### config.mk
export PLATFORM = sky130hd
export DESIGN_NAME = pipe_skid_reg_flat
export DESIGN_NICKNAME = d
export VERILOG_FILES = /design/src/rtl/cpu_pipe_pkg.sv /design/src/rtl/pipe_skid_reg_if.sv /design/src/rtl/pipe_slot.sv /design/src/rtl/pipe_skid_reg.sv /design/src/flat_wrapper.sv
export SDC_FILE = /design/constraint.sdc
export NUM_CORES = 1
export LEC_CHECK = 0
export CORE_AREA = 8 8 131 133
export DETAILED_ROUTE_END_ITERATION = 12
export DIE_AREA = 0 0 139 141
export PLACE_DENSITY = 0.95
export REMOVE_ABC_BUFFERS = 1
export SKIP_CTS_REPAIR_TIMING = 1
export SLEW_MARGIN = 5
export SYNTH_ARGS = -nofsm -noshare
export SYNTH_HDL_FRONTEND = slang
export SYNTH_HIERARCHICAL = 1
export SYNTH_SLANG_ARGS = --single-unit
### constraint.sdc
create_clock -name clk -period 16.8 [get_ports clk]
set_clock_uncertainty 0.15 [all_clocks]
set_input_delay 3.36 -clock clk [delete_from_list [all_inputs] [get_ports clk]]
set_output_delay 3.36 -clock clk [all_outputs]
set_load 0.02 [all_outputs]
### src/rtl/cpu_pipe_pkg.sv
// Shared pipeline-stage definitions: the default NOP instruction, the stage
// payload layouts, and the occupancy encoding of the elastic stage register.
package cpu_pipe_pkg;

    localparam int IR_W = 32;

    // Instruction word shown downstream for bubbles, flush and reset.
    localparam logic [IR_W-1:0] NOP_IR_DEF = 32'h0000_0000;

    // Occupancy encoding of the stage register.
    localparam logic [1:0] ST_EMPTY = 2'd0;
    localparam logic [1:0] ST_ONE   = 2'd1;
    localparam logic [1:0] ST_FULL  = 2'd2;

    typedef enum logic [1:0] {
        EMPTY = ST_EMPTY,
        ONE   = ST_ONE,
        FULL  = ST_FULL
    } skid_state_e;

    // M/W stage payload: 5 x 32 = 160 bits.
    typedef struct packed {
        logic [31:0] pc;
        logic [31:0] pc4;
        logic [31:0] pc8;
        logic [31:0] ao;
        logic [31:0] dr;
    } mw_payload_t;

    // D/E and E/M stages carry PC, PC4, PC8 and the ALU result: 128 bits.
    typedef struct packed {
        logic [31:0] pc;
        logic [31:0] pc4;
        logic [31:0] pc8;
        logic [31:0] ao;
    } em_payload_t;

endpackage

### src/rtl/pipe_skid_reg_if.sv
// Handshake bundle between two pipeline stages and the stage register.
// master: the surrounding pipeline (drives upstream beats and downstream ready).
// slave:  the stage register itself.
interface pipe_skid_reg_if
    import cpu_pipe_pkg::*;
#(
    parameter int DATA_W = 128
);
    logic              in_valid;
    logic              in_ready;
    logic [IR_W-1:0]   in_ir;
    logic [DATA_W-1:0] in_data;
    logic              flush;
    logic              out_valid;
    logic              out_ready;
    logic [IR_W-1:0]   out_ir;
    logic [DATA_W-1:0] out_data;

    modport master (
        output in_valid, in_ir, in_data, flush, out_ready,
        input  in_ready, out_valid, out_ir, out_data
    );

    modport slave (
        input  in_valid, in_ir, in_data, flush, out_ready,
        output in_ready, out_valid, out_ir, out_data
    );
endinterface

### src/rtl/pipe_slot.sv
// One holding slot of the stage register: valid flag, instruction word and
// payload. Clear wins over load; a cleared slot shows NOP_IR but keeps its
// payload so out_data does not glitch when a bubble is inserted.
module pipe_slot
    import cpu_pipe_pkg::*;
#(
    parameter int              DATA_W = 128,
    parameter logic [IR_W-1:0] NOP_IR = NOP_IR_DEF
) (
    input  logic              clk,
    input  logic              reset,
    input  logic              i_load,
    input  logic              i_clear,
    input  logic [IR_W-1:0]   i_ir,
    input  logic [DATA_W-1:0] i_data,
    output logic              o_valid,
    output logic [IR_W-1:0]   o_ir,
    output logic [DATA_W-1:0] o_data
);
    logic              r_valid;
    logic [IR_W-1:0]   r_ir;
    logic [DATA_W-1:0] r_data;

    // Slot register: clear kills the beat, load captures a new one.
    always_ff @(posedge clk or posedge reset) begin
        if (reset) begin
            r_valid <= 1'b0;
            r_ir    <= NOP_IR;
            r_data  <= '0;
        end else if (i_clear) begin
            r_valid <= 1'b0;
            r_ir    <= NOP_IR;
        end else if (i_load) begin
            r_valid <= 1'b1;
            r_ir    <= i_ir;
            r_data  <= i_data;
        end
    end

    assign o_valid = r_valid;
    assign o_ir    = r_ir;
    assign o_data  = r_data;
endmodule

### src/rtl/pipe_skid_reg.sv
// Elastic pipeline-stage register with valid/ready handshake and flush.
// Build option PIPE_SKID_EN: adds a skid slot so in_ready is a flop output
// (no combinational path from out_ready); otherwise a single slot with
// in_ready = !out_valid || out_ready.
//
// state | meaning
// EMPTY | main invalid, skid invalid
// ONE   | main valid,   skid invalid
// FULL  | main valid,   skid valid (upstream stalled)
module pipe_skid_reg
    import cpu_pipe_pkg::*;
#(
    parameter int              DATA_W = 128,
    parameter logic [IR_W-1:0] NOP_IR = NOP_IR_DEF
) (
    input  logic             clk,
    input  logic             reset,
    pipe_skid_reg_if.slave   bus
);
    logic              w_main_load;
    logic              w_main_clear;
    logic [IR_W-1:0]   w_main_ir_in;
    logic [DATA_W-1:0] w_main_data_in;
    logic              w_main_valid;
    logic [IR_W-1:0]   w_main_ir;
    logic [DATA_W-1:0] w_main_data;
    logic              w_in_ready;
    logic              w_accept;
    logic              w_consume;

    pipe_slot #(
        .DATA_W (DATA_W),
        .NOP_IR (NOP_IR)
    ) u_main (
        .clk     (clk),
        .reset   (reset),
        .i_load  (w_main_load),
        .i_clear (w_main_clear),
        .i_ir    (w_main_ir_in),
        .i_data  (w_main_data_in),
        .o_valid (w_main_valid),
        .o_ir    (w_main_ir),
        .o_data  (w_main_data)
    );

    assign w_accept  = bus.in_valid && w_in_ready;
    assign w_consume = w_main_valid && bus.out_ready;

`ifdef PIPE_SKID_EN
    skid_state_e       r_state;
    skid_state_e       w_state_nxt;
    logic              w_skid_load;
    logic              w_skid_clear;
    logic              w_sel_skid;
    logic              w_skid_valid;
    logic [IR_W-1:0]   w_skid_ir;
    logic [DATA_W-1:0] w_skid_data;

    pipe_slot #(
        .DATA_W (DATA_W),
        .NOP_IR (NOP_IR)
    ) u_skid (
        .clk     (clk),
        .reset   (reset),
        .i_load  (w_skid_load),
        .i_clear (w_skid_clear),
        .i_ir    (bus.in_ir),
        .i_data  (bus.in_data),
        .o_valid (w_skid_valid),
        .o_ir    (w_skid_ir),
        .o_data  (w_skid_data)
    );

    // Skid valid is itself a flop, so in_ready never sees out_ready directly.
    assign w_in_ready     = !w_skid_valid;
    assign w_main_ir_in   = w_sel_skid ? w_skid_ir   : bus.in_ir;
    assign w_main_data_in = w_sel_skid ? w_skid_data : bus.in_data;

    // Occupancy state register.
    always_ff @(posedge clk or posedge reset) begin
        if (reset) begin
            r_state <= EMPTY;
        end else begin
            r_state <= w_state_nxt;
        end
    end

    // Next occupancy and slot controls; flush overrides accept and consume.
    always_comb begin
        w_state_nxt  = r_state;
        w_main_load  = 1'b0;
        w_main_clear = 1'b0;
        w_skid_load  = 1'b0;
        w_skid_clear = 1'b0;
        w_sel_skid   = 1'b0;
        if (bus.flush) begin
            w_state_nxt  = EMPTY;
            w_main_clear = 1'b1;
            w_skid_clear = 1'b1;
        end else begin
            case (r_state)
                EMPTY: begin
                    if (w_accept) begin
                        w_main_load = 1'b1;
                        w_state_nxt = ONE;
                    end
                end
                ONE: begin
                    if (w_accept && w_consume) begin
                        w_main_load = 1'b1;
                    end else if (w_accept) begin
                        w_skid_load = 1'b1;
                        w_state_nxt = FULL;
                    end else if (w_consume) begin
                        w_main_clear = 1'b1;
                        w_state_nxt  = EMPTY;
                    end
                end
                FULL: begin
                    if (w_consume) begin
                        w_main_load  = 1'b1;
                        w_sel_skid   = 1'b1;
                        w_skid_clear = 1'b1;
                        w_state_nxt  = ONE;
                    end
                end
                default: begin
                    w_main_clear = 1'b1;
                    w_skid_clear = 1'b1;
                    w_state_nxt  = EMPTY;
                end
            endcase
        end
    end
`else
    // Single slot: a beat may enter on the same edge the held one leaves.
    assign w_in_ready     = !w_main_valid || bus.out_ready;
    assign w_main_ir_in   = bus.in_ir;
    assign w_main_data_in = bus.in_data;
    assign w_main_load    = w_accept;
    assign w_main_clear   = bus.flush || (w_consume && !w_accept);
`endif

    assign bus.in_ready  = w_in_ready;
    assign bus.out_valid = w_main_valid;
    assign bus.out_ir    = w_main_ir;
    assign bus.out_data  = w_main_data;
endmodule

### src/flat_wrapper.sv
// flat-port wrapper written by rule: the top's interface ports become plain ports
module pipe_skid_reg_flat import cpu_pipe_pkg::*;
#(
    parameter int              DATA_W = 128,
    parameter logic [IR_W-1:0] NOP_IR = NOP_IR_DEF
)
  (clk, reset, bus_in_valid, bus_in_ir, bus_in_data, bus_flush, bus_out_ready, bus_in_ready, bus_out_valid, bus_out_ir, bus_out_data);
  pipe_skid_reg_if #(.DATA_W(DATA_W)) bus_i ();
  input  logic clk;
  input  logic reset;
  input wire logic [$bits(bus_i.in_valid)-1:0] bus_in_valid;
  input wire logic [$bits(bus_i.in_ir)-1:0] bus_in_ir;
  input wire logic [$bits(bus_i.in_data)-1:0] bus_in_data;
  input wire logic [$bits(bus_i.flush)-1:0] bus_flush;
  input wire logic [$bits(bus_i.out_ready)-1:0] bus_out_ready;
  output wire logic [$bits(bus_i.in_ready)-1:0] bus_in_ready;
  output wire logic [$bits(bus_i.out_valid)-1:0] bus_out_valid;
  output wire logic [$bits(bus_i.out_ir)-1:0] bus_out_ir;
  output wire logic [$bits(bus_i.out_data)-1:0] bus_out_data;
  assign bus_i.in_valid = bus_in_valid;
  assign bus_i.in_ir = bus_in_ir;
  assign bus_i.in_data = bus_in_data;
  assign bus_i.flush = bus_flush;
  assign bus_i.out_ready = bus_out_ready;
  assign bus_in_ready = bus_i.in_ready;
  assign bus_out_valid = bus_i.out_valid;
  assign bus_out_ir = bus_i.out_ir;
  assign bus_out_data = bus_i.out_data;
  pipe_skid_reg #(.DATA_W(DATA_W), .NOP_IR(NOP_IR)) u_core (.clk(clk), .reset(reset), .bus(bus_i));
endmodule
==> reports/qor.yml, run 1 <==
finalCriticalPeriod_ps: 8100
crit_path_max_fanout: 2
setup_viol: 0
rsz0062_at_grt: "no"
ys_seq_elements: 161
cts-htree-levels: 4
finalCritPeriodShare_pct: 48.2
clock_path_buffers: 2
dieArea_um2: 19600
drv_slew: 0
grt_util_all_layers_pct: 19.0
status: "complete, no violations"
drc_errors: 0
first_iter_violations: 137
fp.dieW_um: 139
crit_path_max_incr_delay_ps: 600
hold_start: "u_core/u_main/o_data[16]"
synth_area_per_cell_um2: 16.1
critPathArrivalTime_ps: 4590
vias: 4356
cts_root_buf: "clkbuf_16"
grt_pass1_vias: 5084
crit_top_cell: "clkdlybuf4s50_1"
ir_drop_v: 0.0000964
synth_cells: 383
crit_slowest_cell: "clkdlybuf4s50_1"
start_util_pct: 41.2
yosysUniqueCellTypes: 13
reg2reg_to: "u_core/u_main/o_data[91]"
critPathLaunchType: "input port"
wl_per_cell_um: 20.7
tightest_slew_ps: 1180
pin_count: 327
synth_area_leaders: "dfrtp_1, mux2_2, mux2i_1"
crit_required_ps: 13290
regToRegStartpoint: "u_core/u_main/o_valid"
wl_mm: 18.8
yosysTopAreaCellShare_pct: 65.3
cts_tree: "done"
areaGrowthSynthToFinish_pct: 63.6
cts_sinks: 161
min_path_cells: 1
hp-class: "reg2reg"
drive_above_1_share_pct: 22.9
reg2reg_slack_ps: 12970
synth_top_cell_by_area: "dfrtp_1"
final_area_um2: 10100
crit_chain: "clkdlybuf4s50_1 -> nand2b_4 -> clkdlybuf4s50_1"
clk_latency_ps: 400
p_leak_nw: 4.24
placed_area_um2: 9500
numCtsBuffers: 17
fmax_ghz: 0.123
via_per_inst: 4.80
antenna_cells: 0
path_clk_slew_ps: 60
die_h_um: 141
finalHoldViolations: 0
ys_seq_area_share_pct: 65.3
rows: 45
routabilityCongestion: 0.797
powerDensity_nw_per_um2: 122
reg2reg_depth: 5
antenna_found_initial: 1
fin_tns_setup_ps: 0
postRouteAntennaNets: 0
fp.coreArea_um2: 15000
slew-limit-headroom_pct: 20.9
fin_nets: 874
yosysWarnings: 6
end_kind: "output port"
drv_cap: 0
synth_area_um2: 6170
portBuffers: 326
whs_endpoint: "u_core/u_main/o_data[16]"
grt_first_pass_wirelength_mm: 28.9
hpwl_mm: 14.6
critPathKind: "in2out"
grt_max_degree: 97
gr-total-overflow: 0
first_pass_iters: 4
## worst max-delay path by stage
| stage | start | end | slack (ps) | depth (start not counted) |
|---|---|---|---|---|
| 6_report | bus_out_ready | bus_in_ready | 8700 | 3 |
| 5_1_grt | bus_out_ready | bus_in_ready | 8660 | 3 |
| 4_1_cts | bus_out_ready | bus_in_ready | 8680 | 3 |
| 3_5_place_dp | bus_out_ready | bus_in_ready | 8690 | 3 |
| 3_3_place_gp | bus_out_ready | bus_in_ready | 8690 | 3 |
| 2_1_floorplan | reset | u_core/u_main/o_data[0] | 8940 | 1 |
## cell families after synthesis
group,share of synthesized area (%)
AO/OA/AOI/OAI,0.122
buffers and inverters,3.31
AND/OR/NAND/NOR,2.72
flip-flops,65.3
multiplexers,28.6
## routing by layer
layer | GRT usage (%) | part of all wire [%]
met2 | 33.5 | 51
met4 | 6.41 | 1.9
met5 | 0 | 0.069
met3 | 10.2 | 11
met1 | 18.8 | 36
## synthesized netlist by cell type
cell type,number
o21bai_1,1
mux2i_1,32
dfrtp_1,161
nand2_1,1
nor2_1,34
buf_6,15
mux2_2,128
nor2b_4,1
inv_1,1
and2_4,1
nand2b_4,1
buf_2,4
clkbuf_1,3
## critical path: cells and delay by family
family	cells	cell delay [ps]
buffers and inverters	2	1100
and+or+nand+nor	1	140
## power breakdown
part	internal [mW]	switching [mW]	total, mW
registers	0.453	0.0364	0.489
logic	0.196	0.165	0.361
clock network	0.239	0.146	0.385
total	0.887	0.347	1.23
## stage by stage
step | utilization, % | setup slack (ps) | power [mW] | hold WS, ps | cells
6_report | 67.4 | 8700 | 1.23 | 354 | 908
5_1_grt | 67.4 | 8660 | 1.29 | 372 | 908
4_1_cts | 67.4 | 8680 | 1.25 | 359 | 908
3_5_place_dp | 63.4 | 8690 | 0.860 | 345 | 878
3_3_place_gp | 63.4 | 8690 | 0.843 | 338 | 878
2_1_floorplan | - | 8940 | 0.652 | 480 | 361
## sequential cells by signal (all words and copies together) (netlist names)
| register | cells |
|---|---|
| u_core/u_main/o_data | 128 |
| u_core/u_main/o_valid | 1 |
| u_core/u_main/o_ir | 32 |
## cell usage in the layout (no fill, tap or decap)
cell type / count
clkdlybuf4s50_1: 326
dfrtp_1: 161
mux2_2: 128
nor2_1: 34
mux2i_1: 32
clkbuf_16: 17
clkinvlp_4: 3
clkinv_2: 3
bufinv_16: 3
clkbuf_8: 2
buf_4: 2
clkbuf_1: 1
clkinv_4: 1
nand2b_4: 1
and2_4: 1
nand2_1: 1
o21bai_2: 1
nor2b_4: 1
inv_6: 1
buf_6: 1
## cell type report
type                       instances  area [um2]
tap                              188         235
fill                             971        4880
multi-input combinational        199        1940
timing repair buffer             329        3290
clock buffer                      20         457
clock inverter                    10         136
inverter                           1        8.76
sequential                       161        4030
(Power assumes the default switching activity.)
==> run 2, diff against run 1 <==
Settings changed: CORE_AREA 8 8 131 133 to 8 8 135 137, DIE_AREA 0 0 139 141 to 0 0 143 145, PLACE_DENSITY 0.95 to 0.91.
Clock period 16.8 ns to 7.8 ns, I/O delays scaled along.
==> reports/qor.yml, run 2 (synthesis results as in run 1) <==
cts_root_buf: "clkbuf_16"  # unchanged
cts-htree-levels: 4  # unchanged
p_leak_nw: 4.25  # was 4.24 nW
critPathArrivalTime_ps: 2770  # was 4590 ps
grt_pass1_vias: 4996  # was 5084
final_cell_mix: "clkdlybuf4s50_1, dfrtp_1, mux2_2, nor2_1, mux2i_1"  # unchanged
rsz0062_at_grt: "no"  # unchanged
first_iter_violations: 159  # was 137
clock_path_buffers: 2  # unchanged
setup_viol: 0  # unchanged
cts_tree: "done"  # unchanged
fin_tns_setup_ps: 0  # unchanged
crit_required_ps: 6090  # was 13290 ps
finalCriticalPeriod_ps: 4480
drc_errors: 0  # unchanged
cpLargestDelayFamily: "buffers and inverters"  # unchanged
crit_chain: "clkdlybuf4s50_1 -> nand2b_4 -> clkdlybuf4s50_1"  # unchanged
vias: 4366  # was 4356
tightest_slew_ps: 936  # was 1180 ps
crit_path_max_incr_delay_ps: 610  # was 600 ps
drive_above_1_share_pct: 22.9  # about the same
reg2reg_to: "u_core/u_main/o_data[92]"  # was u_core/u_main/o_data[91]
grt_max_degree: 89  # was 97
grt_first_pass_wirelength_mm: 29.0  # was 28.9 mm
post-route-util_pct: 62.8  # was 67.4%
finalHoldViolations: 0  # unchanged
start_util_pct: 38.2  # was 41.2%
min_path_cells: 1  # unchanged
antenna_found_initial: 0  # was 1
wl_mm: 19.1  # was 18.8 mm
seqCellArea_um2: 4030  # unchanged
dieArea_um2: 20700  # was 19600 um2
antenna_cells: 0  # unchanged
reg2reg_slack_ps: 4660  # was 12970 ps
clk_latency_ps: 400  # about the same
wl_per_cell_um: 20.3  # was 20.7 um
critPathLaunchType: "input port"  # unchanged
fmax_ghz: 0.223
regToRegStartpoint: "u_core/u_main/o_valid"  # unchanged
rows: 47  # was 45
reg2reg_depth: 5  # unchanged
portBuffers: 326  # unchanged
final_common_cell: "clkdlybuf4s50_1"  # unchanged
cts_sinks: 161  # unchanged
pin_count: 327  # unchanged
first_pass_iters: 4  # unchanged
total_power_mw: 2.68  # was 1.23 mW
fillers: 1210  # was 971
numCtsBuffers: 17  # unchanged
areaGrowthSynthToFinish_pct: 64.6  # was 63.6%
hpwl_mm: 14.8  # was 14.6 mm
fp.dieW_um: 143  # was 139 um
die_h_um: 145  # was 141 um
crit_top_cell: "clkdlybuf4s50_1"  # unchanged
hold_start: "u_core/u_main/o_data[43]"  # was u_core/u_main/o_data[16]
path_buf_inv: 2  # unchanged
drv_slew: 0  # unchanged
powerDensity_nw_per_um2: 264  # was 122 nW/um2
fp.coreArea_um2: 16200  # was 15000 um2
hp-class: "reg2reg"  # unchanged
path_clk_slew_ps: 60  # about the same
largest_register_ffs: 128  # unchanged
critPathKind: "in2out"  # unchanged
routabilityCongestion: 0.821  # was 0.797
via_per_inst: 4.63  # was 4.80
crit_slowest_cell: "clkdlybuf4s50_1"  # unchanged
end_kind: "output port"  # unchanged
crit_path_max_fanout: 2  # unchanged
ir_drop_v: 0.000142  # was 0.0000964 V
gr-total-overflow: 0  # unchanged
multiInputGateArea_um2: 1940  # unchanged
finalCritPeriodShare_pct: 57.5
slew-limit-headroom_pct: 37.6  # was 20.9%
status: "complete, no violations"  # unchanged
whs_endpoint: "u_core/u_main/o_data[43]"  # was u_core/u_main/o_data[16]
postRouteAntennaNets: 0  # unchanged
grt_util_all_layers_pct: 18.4  # was 19.0%
drv_cap: 0  # unchanged
fin_nets: 875  # was 874
run 2: worst register-to-register path, stage by stage, from the launching register on:
cell	delay, ps
dfrtp_1	450
nand2b_4	100
and2_4	520
nor2b_4	650
buf_4	670
mux2_2	490
run 2: where the power goes:
group          internal [mW]  total, mW  switching (mW)
Combinational          0.420      0.773           0.353
Sequential             0.974       1.05          0.0791
Clock                  0.530      0.857           0.327
run 2: per-stage QoR:
| stage | hold WS, ps | setup slack, ps | cell area (um2) | instances |
|---|---|---|---|---|
| finish | 353 | 3320 | 10200 | 942 |
| global route | 368 | 3310 | 10200 | 942 |
| CTS | 358 | 3320 | 10200 | 942 |
| detailed placement | 344 | 3020 | 9550 | 911 |
| global placement | 337 | 3060 | 9550 | 911 |
| floorplan | 480 | 1740 | 5970 | 361 |
run 2: how the worst max path moves through the flow:
stage	startpoint	endpoint	slack, ps	cells past startpoint
finish	bus_out_ready	bus_in_ready	3320	3
global route	bus_out_ready	u_core/u_main/o_data[92]	3310	6
CTS	bus_out_ready	bus_in_ready	3320	3
detailed placement	bus_out_ready	u_core/u_main/o_data[75]	3020	6
global placement	bus_out_ready	u_core/u_main/o_data[69]	3060	6
floorplan	reset	u_core/u_main/o_data[0]	1740	1
run 2: layout make-up:
type	count	area share (%)
Tap cell	220	2.71
Timing Repair Buffer	330	32.4
Sequential cell	161	39.7
Multi-Input combinational cell	199	19.1
Clock inverter	8	1.26
Clock buffer	23	4.71
Inverter	1	0.0863
run 2: layer usage:
layer | up-vias | track usage, % | part of all wire, %
met5 | - | 0 | 0
met4 | 0 | 6.17 | 1.6
met3 | 19 | 8.76 | 12
met2 | 218 | 32.2 | 51
met1 | 2149 | 18.6 | 36
li1 | 1980 | - | -
